### config.mk
export PLATFORM = sky130hd
export DESIGN_NAME = mem_arbiter
export DESIGN_NICKNAME = d
export VERILOG_FILES = /design/src/rtl/fpg8_mem_pkg.sv /design/src/rtl/mem_arbiter_rr_pick2.sv /design/src/rtl/mem_arbiter.sv
export SDC_FILE = /design/constraint.sdc
export NUM_CORES = 1
export LEC_CHECK = 0
export BUFFER_PORTS_ARGS = -buffer_cell sky130_fd_sc_hd__buf_2
export CAP_MARGIN = 20
export CORE_AREA = 2 2 100 111
export DETAILED_ROUTE_END_ITERATION = 10
export DIE_AREA = 0 0 102 113
export GPL_ROUTABILITY_DRIVEN = 0
export PLACE_DENSITY = 0.5
export SETUP_SLACK_MARGIN = 0.15
export SYNTH_ARGS = -nofsm -noshare
export SYNTH_HDL_FRONTEND = slang
export SYNTH_HIERARCHICAL = 1
export SYNTH_SLANG_ARGS = --single-unit
### constraint.sdc
create_clock -name clk -period 2.47 [get_ports clk]
set_input_delay 0.494 -clock clk [delete_from_list [all_inputs] [get_ports clk]]
set_output_delay 0.494 -clock clk [all_outputs]
set_load 0.03 [all_outputs]
### src/rtl/fpg8_mem_pkg.sv
// Shared definitions for the two-port memory arbiter: FSM state encoding,
// requester port indices and the round-robin helper.
package fpg8_mem_pkg;

    typedef enum logic [1:0] {
        ST_IDLE   = 2'd0,
        ST_ACCESS = 2'd1,
        ST_DONE   = 2'd2
    } state_t;

    localparam logic PORT0 = 1'b0;
    localparam logic PORT1 = 1'b1;

    // Port that should win a tie, given which port won the previous grant.
    function automatic logic other_port(input logic last_port);
        if (last_port == PORT0) begin
            return PORT1;
        end else begin
            return PORT0;
        end
    endfunction

endpackage

### src/rtl/mem_arbiter_rr_pick2.sv
// Combinational two-way round-robin grant selection.
module rr_pick2
    import fpg8_mem_pkg::*;
(
    input  logic [1:0] req,
    input  logic       last_grant,
    output logic       grant_valid,
    output logic       grant_idx
);

    // Single requesters always win; a tie goes to the port not granted last.
    always_comb begin
        grant_valid = |req;
        case (req)
            2'b01:   grant_idx = PORT0;
            2'b10:   grant_idx = PORT1;
            2'b11:   grant_idx = other_port(last_grant);
            default: grant_idx = PORT0;
        endcase
    end

endmodule

### src/rtl/mem_arbiter.sv
// Two-requester single-port RAM arbiter: IDLE -> ACCESS -> DONE, one access
// per three cycles, round-robin between p0 and p1, all outputs registered.
module mem_arbiter
    import fpg8_mem_pkg::*;
#(
    parameter int DATA_WIDTH = 16,
    parameter int ADDR_WIDTH = 8
) (
    input  logic                  clk,
    input  logic                  rst,
    input  logic                  p0_req,
    input  logic                  p0_we,
    input  logic [ADDR_WIDTH-1:0] p0_addr,
    input  logic [DATA_WIDTH-1:0] p0_wdata,
    output logic                  p0_ack,
    output logic [DATA_WIDTH-1:0] p0_rdata,
    input  logic                  p1_req,
    input  logic                  p1_we,
    input  logic [ADDR_WIDTH-1:0] p1_addr,
    input  logic [DATA_WIDTH-1:0] p1_wdata,
    output logic                  p1_ack,
    output logic [DATA_WIDTH-1:0] p1_rdata,
    output logic                  ram_w_en,
    output logic                  ram_r_en,
    output logic [ADDR_WIDTH-1:0] ram_addr,
    output logic [DATA_WIDTH-1:0] ram_write_data,
    input  logic [DATA_WIDTH-1:0] ram_data,
    output logic                  busy
);

    state_t                  state_r;
    state_t                  next_state_s;
    logic                    last_grant_r;
    logic                    gnt_idx_r;
    logic                    grant_valid_s;
    logic                    grant_idx_s;
    logic                    load_s;
    logic                    finish_s;
    logic                    sel_we_s;
    logic [ADDR_WIDTH-1:0]   sel_addr_s;
    logic [DATA_WIDTH-1:0]   sel_wdata_s;

    rr_pick2 u_pick (
        .req         ({p1_req, p0_req}),
        .last_grant  (last_grant_r),
        .grant_valid (grant_valid_s),
        .grant_idx   (grant_idx_s)
    );

    // State register.
    always_ff @(posedge clk or posedge rst) begin
        if (rst) begin
            state_r <= ST_IDLE;
        end else begin
            state_r <= next_state_s;
        end
    end

    // Next-state logic: a grant always runs the full three-cycle sequence.
    always_comb begin
        next_state_s = state_r;
        case (state_r)
            ST_IDLE: begin
                if (grant_valid_s) begin
                    next_state_s = ST_ACCESS;
                end else begin
                    next_state_s = ST_IDLE;
                end
            end
            ST_ACCESS: next_state_s = ST_DONE;
            ST_DONE:   next_state_s = ST_IDLE;
            default:   next_state_s = ST_IDLE;
        endcase
    end

    // Output decode: when to latch a request and when to complete it.
    always_comb begin
        load_s   = 1'b0;
        finish_s = 1'b0;
        case (state_r)
            ST_IDLE: begin
                if (grant_valid_s) begin
                    load_s = 1'b1;
                end else begin
                    load_s = 1'b0;
                end
            end
            ST_ACCESS: finish_s = 1'b1;
            ST_DONE:   finish_s = 1'b0;
            default:   finish_s = 1'b0;
        endcase
    end

    // Request fields of the port about to be granted.
    always_comb begin
        if (grant_idx_s == PORT1) begin
            sel_we_s    = p1_we;
            sel_addr_s  = p1_addr;
            sel_wdata_s = p1_wdata;
        end else begin
            sel_we_s    = p0_we;
            sel_addr_s  = p0_addr;
            sel_wdata_s = p0_wdata;
        end
    end

    // Registered RAM interface, acks and read-data capture.
    always_ff @(posedge clk or posedge rst) begin
        if (rst) begin
            last_grant_r   <= PORT1;
            gnt_idx_r      <= PORT0;
            ram_w_en       <= 1'b0;
            ram_r_en       <= 1'b0;
            ram_addr       <= {ADDR_WIDTH{1'b0}};
            ram_write_data <= {DATA_WIDTH{1'b0}};
            p0_ack         <= 1'b0;
            p1_ack         <= 1'b0;
            p0_rdata       <= {DATA_WIDTH{1'b0}};
            p1_rdata       <= {DATA_WIDTH{1'b0}};
            busy           <= 1'b0;
        end else begin
            busy   <= (next_state_s != ST_IDLE);
            p0_ack <= 1'b0;
            p1_ack <= 1'b0;
            if (load_s) begin
                gnt_idx_r      <= grant_idx_s;
                last_grant_r   <= grant_idx_s;
                ram_w_en       <= sel_we_s;
                ram_r_en       <= ~sel_we_s;
                ram_addr       <= sel_addr_s;
                ram_write_data <= sel_wdata_s;
            end else if (finish_s) begin
                ram_w_en <= 1'b0;
                ram_r_en <= 1'b0;
                if (gnt_idx_r == PORT1) begin
                    p1_ack <= 1'b1;
                    if (ram_r_en) begin
                        p1_rdata <= ram_data;
                    end
                end else begin
                    p0_ack <= 1'b1;
                    if (ram_r_en) begin
                        p0_rdata <= ram_data;
                    end
                end
            end
        end
    end

endmodule

# Word level (Yosys, flattened, before mapping)
# Index checks and enable logic that the tools add are counted.
op_classes:
  n_bitwise: 3
  n_eq_ne: 3
  mux: 19
  reduce_logical: 6
ops:
  columns: ["operator", "n"]
  rows:
  - ["16-bit two-way mux", 1]
  - ["1-bit two-way mux", 15]
  - ["8-bit two-way mux", 1]
  - ["4-bit AND reduction", 2]
  - ["2-bit equality test (second input constant)", 2]
  - ["2-bit one-hot mux with 2 select lines", 1]
  - ["2-bit nonzero test", 2]
  - ["1-bit inverter", 3]
  - ["2-bit by 1-bit equality test with 1-bit output (second input constant)", 1]
  - ["2-bit zero test", 1]
  - ["1-bit one-hot mux with 2 select lines", 1]
  - ["2-bit OR reduction", 1]
word_totals:
  input_bits: 70
  elab_cells: 43
  register_bits: 65
  output_inout_bits: 61

# Logic depth before layout (Yosys ltp)
logic_depth:
  ltp_word: 5
  ltp_mapped: 6
  mapped_depth_nobuf: 5

# Modules after synthesis
# The synthesis kept the hierarchy.
by_module_without_submodules:
  columns: ["module", "instances", "seq_area_each_um2", "area_each_um2", "cells_each"]
  rows:
  - ["mem_arbiter", 1, 1627.8, 2635.0, 201]
  - ["rr_pick2", 1, 0.0, 13.8, 2]

# Worst setup path before layout
# No wires, ideal clock.
synth_path:
  kind: "register to register"
  start: "register ram_r_en"
  end: "register p0_rdata[0]"
  setup_slack_ns: 0.915
  t_required_ns: 2.345
  arrival_ns: 1.430
  setup_time_ns: 0.125
  synth_period_minus_slack_ns: 1.555
  n_path_buf: 1
  path_stages_with_launch: 4
  cell_sequence: "dfrtp_1 -> nor3b_4 -> buf_8 -> mux2_2"
synth_between:
  elab_chain_cells: 1
synth_rtl:
  columns: ["element", "line_no", "source"]
  rows:
  - ["from (decl)", "mem_arbiter.sv:24", "output logic ram_r_en,"]
  - ["from (signal assigned)", "mem_arbiter.sv:129", "ram_r_en <= ~sel_we_s;"]
  - ["4-bit AND reduction (no source line)", null, null]
  - ["to (signal assigned)", "mem_arbiter.sv:118", "p0_rdata <= {DATA_WIDTH{1'b0}};"]
  - ["to (signal assigned)", "mem_arbiter.sv:143", "p0_rdata <= ram_data;"]
  - ["to (decl)", "mem_arbiter.sv:16", "output logic [DATA_WIDTH-1:0] p0_rdata,"]
# Every way passes these cells.
# A chain may end at the register's enable or synchronous reset.

# Worst setup path in the final report
layout_path:
  start: "register state_r[1]"
  end: "register p1_rdata[0]"
layout_between:
  elab_chain_cells: 4
  word_cells_on_any_way: 6
  classes_between: "eq/ne (1); mux (2); bitwise (1); reduce/logical (2)"
layout_rtl:
  columns: ["element", "line_no", "source"]
  rows:
  - ["from (decl)", "mem_arbiter.sv:31", "state_t state_r;"]
  - ["from (signal assigned)", "mem_arbiter.sv:55", "state_r <= next_state_s;"]
  - ["2-bit zero test", "mem_arbiter.sv:80", "case (state_r)"]
  - ["1-bit two-way mux", "mem_arbiter.sv:80", null]
  - ["1-bit inverter (no source line)", null, null]
  - ["4-bit AND reduction (no source line) *", null, null]
  - ["to (signal assigned)", "mem_arbiter.sv:119", "p1_rdata <= {DATA_WIDTH{1'b0}};"]
  - ["to (signal assigned)", "mem_arbiter.sv:138", "p1_rdata <= ram_data;"]
  - ["to (decl)", "mem_arbiter.sv:22", "output logic [DATA_WIDTH-1:0] p1_rdata,"]
# Mark *: on every way between the ends. The rest lies on a longest branch, timed or not.

==> impl_results.html <==
<table>
<tr><th>Metric</th><th>Value</th></tr>
<tr><th colspan="2">Timing</th></tr>
<tr><td>Final hold vios</td><td>0</td></tr>
<tr><td>Final min period</td><td>1.56 ns</td></tr>
<tr><td>RSZ-0062 raised after global routing</td><td>no</td></tr>
<tr><td>F_max</td><td>0.641 GHz</td></tr>
<tr><td>Part of the cycle the worst path needs</td><td>63.1%</td></tr>
<tr><td>Worst-margin pin slew</td><td>0.467 ns</td></tr>
<tr><td>Setup Total Neg Slack</td><td>0 ns</td></tr>
<tr><td>Hold slack final</td><td>0.226 ns</td></tr>
<tr><td>Count of pins over their slew limit</td><td>0</td></tr>
<tr><td>Count of final setup violators</td><td>0</td></tr>
<tr><td>Rel. slew slack</td><td>68.9%</td></tr>
<tr><td>Worst Skew</td><td>0.00387 ns</td></tr>
<tr><th colspan="2">Global route</th></tr>
<tr><td>Number of antenna violations at the first check in global routing</td><td>0</td></tr>
<tr><td>Vias in the first global route</td><td>1995</td></tr>
<tr><td>Total global routing overflow</td><td>0</td></tr>
<tr><td>Pin count of the biggest net entering global routing</td><td>66</td></tr>
<tr><td>Total routing resource utilization after global routing</td><td>11.1%</td></tr>
<tr><td>Global-route wire length before repair</td><td>9.72 mm</td></tr>
<tr><th colspan="2">Worst setup path</th></tr>
<tr><td>CP Data Arrival Time</td><td>1.76 ns</td></tr>
<tr><td>Endpoint of the most critical register-to-register path</td><td>p1_rdata[0]</td></tr>
<tr><td>Maximum fanout along the worst path</td><td>16</td></tr>
<tr><td>Register-to-Register Path Depth</td><td>4</td></tr>
<tr><td>Element type at the critical path start</td><td>register</td></tr>
<tr><td>Crit Reg-Reg Startpoint</td><td>state_r[1]</td></tr>
<tr><td>Setup slack of the worst register-to-register path</td><td>0.91 ns</td></tr>
<tr><td>Crit path kind</td><td>reg2reg</td></tr>
<tr><td>Worst Setup End Kind</td><td>register</td></tr>
<tr><td>Required time at the endpoint of the critical path</td><td>2.67 ns</td></tr>
<tr><th colspan="2">Power and ir drop</th></tr>
<tr><td>Part of the power in combinational logic</td><td>42.9%</td></tr>
<tr><td>Sequential power share</td><td>32.8%</td></tr>
<tr><td>Total power per unit cell area</td><td>1500 nW/um2</td></tr>
<tr><td>Worst VDD drop</td><td>0.436 mV</td></tr>
<tr><td>P_sw</td><td>2.34 mW</td></tr>
<tr><td>Net switching share of the total power</td><td>41.0%</td></tr>
<tr><td>Lkg Pwr</td><td>1.93 nW</td></tr>
<tr><td>P_int</td><td>3.37 mW</td></tr>
<tr><td>Clock network fraction of design power</td><td>24.3%</td></tr>
<tr><th colspan="2">Placement</th></tr>
<tr><td>DP Wirelength</td><td>4.38 mm</td></tr>
<tr><td>Count of buffers inserted at the top-level ports</td><td>130</td></tr>
<tr><th colspan="2">Cells and area</th></tr>
<tr><td>Leading cell type in the layout, fill and taps excluded</td><td>sky130_fd_sc_hd__buf_2</td></tr>
<tr><td>Number of fillers in the final layout</td><td>1053</td></tr>
<tr><td>Area of the multi-input gates</td><td>952 um2</td></tr>
<tr><td>Register area</td><td>1630 um2</td></tr>
<tr><td>Fraction of layout cells with a size suffix above 1</td><td>54.8%</td></tr>
<tr><td>Antenna Diode Count</td><td>0</td></tr>
<tr><td>Post-layout nets</td><td>407</td></tr>
<tr><td>Area growth from synthesis to layout</td><td>43.7%</td></tr>
<tr><td>Leading cell types in the layout, fill and taps excluded</td><td>130 x sky130_fd_sc_hd__buf_2, 64 x sky130_fd_sc_hd__dfrtp_1, 32 x sky130_fd_sc_hd__nand2_1, 32 x sky130_fd_sc_hd__mux2_2, 25 x sky130_fd_sc_hd__mux2i_1</td></tr>
<tr><td>Final core occ</td><td>36.8%</td></tr>
<tr><th colspan="2">Synth</th></tr>
<tr><td>Syn_nets</td><td>273</td></tr>
<tr><td>Gate Count Post-Synth</td><td>203</td></tr>
<tr><td>Syn avg cell area</td><td>13.0 um2</td></tr>
<tr><td>Yosys reg bits</td><td>65</td></tr>
<tr><td>Warnings, synthesis</td><td>6</td></tr>
<tr><td>Sequential cell area fraction in the yosys report</td><td>61.5%</td></tr>
<tr><td>Post-synthesis cell area</td><td>2650 um2</td></tr>
<tr><td>Count of different cell masters after synthesis</td><td>22</td></tr>
<tr><th colspan="2">Drt</th></tr>
<tr><td>Routed vias</td><td>1978</td></tr>
<tr><td>Total Routed Length</td><td>6.01 mm</td></tr>
<tr><td>Wirelength per Cell</td><td>12.4 um</td></tr>
<tr><td>Drt initial violations</td><td>20</td></tr>
<tr><td>Drt drc</td><td>0</td></tr>
<tr><td>Vias per inst</td><td>4.09</td></tr>
<tr><td>Detail Route Antenna Nets</td><td>0</td></tr>
<tr><td>Count of TritonRoute iterations in the first routing pass</td><td>4</td></tr>
<tr><th colspan="2">Floorplanning</th></tr>
<tr><td>Total Die Area</td><td>11500 um2</td></tr>
<tr><td>Horizontal die dimension</td><td>102 um</td></tr>
<tr><td>I/O pin total</td><td>131</td></tr>
<tr><td>Core area</td><td>10300 um2</td></tr>
<tr><td>Die outline height</td><td>113 um</td></tr>
<tr><td>Initial core utilization</td><td>25.6%</td></tr>
<tr><td>Std-Cell Rows</td><td>39</td></tr>
<tr><th colspan="2">Clocking</th></tr>
<tr><td>CTS Hold Bufs</td><td>0</td></tr>
<tr><td>Total of cells resized after clock tree synthesis</td><td>0</td></tr>
<tr><td>CTS tree</td><td>done</td></tr>
<tr><td>TritonCTS Buffers</td><td>9</td></tr>
<tr><td>Setup Buffers After CTS</td><td>0</td></tr>
<tr><td>Maximum buffer depth of the clock tree</td><td>2</td></tr>
<tr><td>Clock-pin slew of the registers on the worst-case setup and hold paths</td><td>0.05 ns</td></tr>
<tr><td>Clk Tree Root Cell</td><td>sky130_fd_sc_hd__clkbuf_16</td></tr>
<tr><td>H-tree Lvls</td><td>3</td></tr>
<tr><td>Number of clock sinks</td><td>65</td></tr>
<tr><td>Clk_lat worst skew</td><td>0.32 ns</td></tr>
<tr><th colspan="2">Worst hold path</th></tr>
<tr><td>Worst min-delay path category</td><td>in2async</td></tr>
<tr><th colspan="2">Outcome</th></tr>
<tr><td>Status</td><td>finished clean</td></tr>
<tr><th colspan="2">Run</th></tr>
<tr><td>Count of max-cap constraint violations</td><td>0</td></tr>
</table>
==> final cells by class <==
cell class	count	share of cell area (%)
clock buffers	13	7.10
clock inverters	2	1.58
inverters	3	0.296
multi-input cells	124	25.0
flip-flops and latches	65	42.8
well taps	143	4.70
repair buffers	134	18.5
==> cell usage after synthesis (all sizes together) <==
cell type	count	area, um2
clkbuf	2	7.51
mux2i	25	250
mux2	32	360
nor3b	1	18.8
dfstp	1	26.3
or2	1	6.26
buf	9	61.3
nand3	3	20.0
and2	1	6.26
inv	3	11.3
nand2b	1	13.8
o21ai	25	125
dfrtp	64	1600
nor2	1	3.75
a21boi	1	7.51
nand2	32	120
or3b	1	8.76
==> worst max-delay path by stage <==
| stage | from | endpoint | slack, ns | cells past startpoint |
|---|---|---|---|---|
| 4_1_cts | state_r[1] | p1_rdata[13] | 0.86 | 4 |
| 3_3_place_gp | p0_req | ram_write_data[5] | 0.68 | 5 |
| 6_report | state_r[1] | p1_rdata[0] | 0.91 | 4 |
| 2_1_floorplan | rst | busy | 0.35 | 1 |
| 3_5_place_dp | p1_req | ram_write_data[12] | 0.61 | 5 |
| 5_1_grt | state_r[1] | p1_rdata[5] | 0.78 | 4 |
==> power groups by stage <==
stage,combinational [mW],clock [mW],sequential (mW)
after floorplan,0.759,0,2.86
after global placement,2.46,0,1.90
after detailed placement,2.49,0,1.89
after CTS,2.48,1.43,1.88
after global routing,2.66,1.48,1.95
final,2.45,1.39,1.87
==> through the flow <==
step | area (um2) | total power [mW] | setup WS [ns] | cells
floorplan | 2650 | 3.62 | 0.351 | 203
global placement | 3480 | 4.36 | 0.683 | 469
detailed placement | 3480 | 4.38 | 0.612 | 469
CTS | 3810 | 5.80 | 0.857 | 484
global route | 3810 | 6.09 | 0.776 | 484
finish | 3810 | 5.71 | 0.911 | 484
==> cells by family after synthesis <==
group                  synth area share, %
muxes                                 23.1
buffers and inverters                 3.02
DFF                                   61.5
and+or+nand+nor                       7.46
AOI/OAI and AO/OA                     5.01
==> worst max-delay path, stage by stage, from the launching register on <==
cell and delay, ns:
sky130_fd_sc_hd__dfrtp_1 0.38, sky130_fd_sc_hd__nand2b_4 0.18, sky130_fd_sc_hd__inv_2 0.08, sky130_fd_sc_hd__nand3_2 0.37, sky130_fd_sc_hd__mux2_2 0.42
==> routing by layer <==
layer | track usage, % | share of wire, %
met1 | 14.2 | 47
met2 | 15.8 | 40
met3 | 4.69 | 11
met4 | 5.87 | 2.2
met5 | 0 | 0
==> state kept, by name, indices dropped and copies added, names as in the netlist <==
name / flops
p0_rdata: 16
p1_rdata: 16
ram_write_data: 16
ram_addr: 8
state_r: 2
busy: 1
gnt_idx_r: 1
last_grant_r: 1
p0_ack: 1
p1_ack: 1
ram_r_en: 1
ram_w_en: 1
Power figures use the tool's default switching activity.
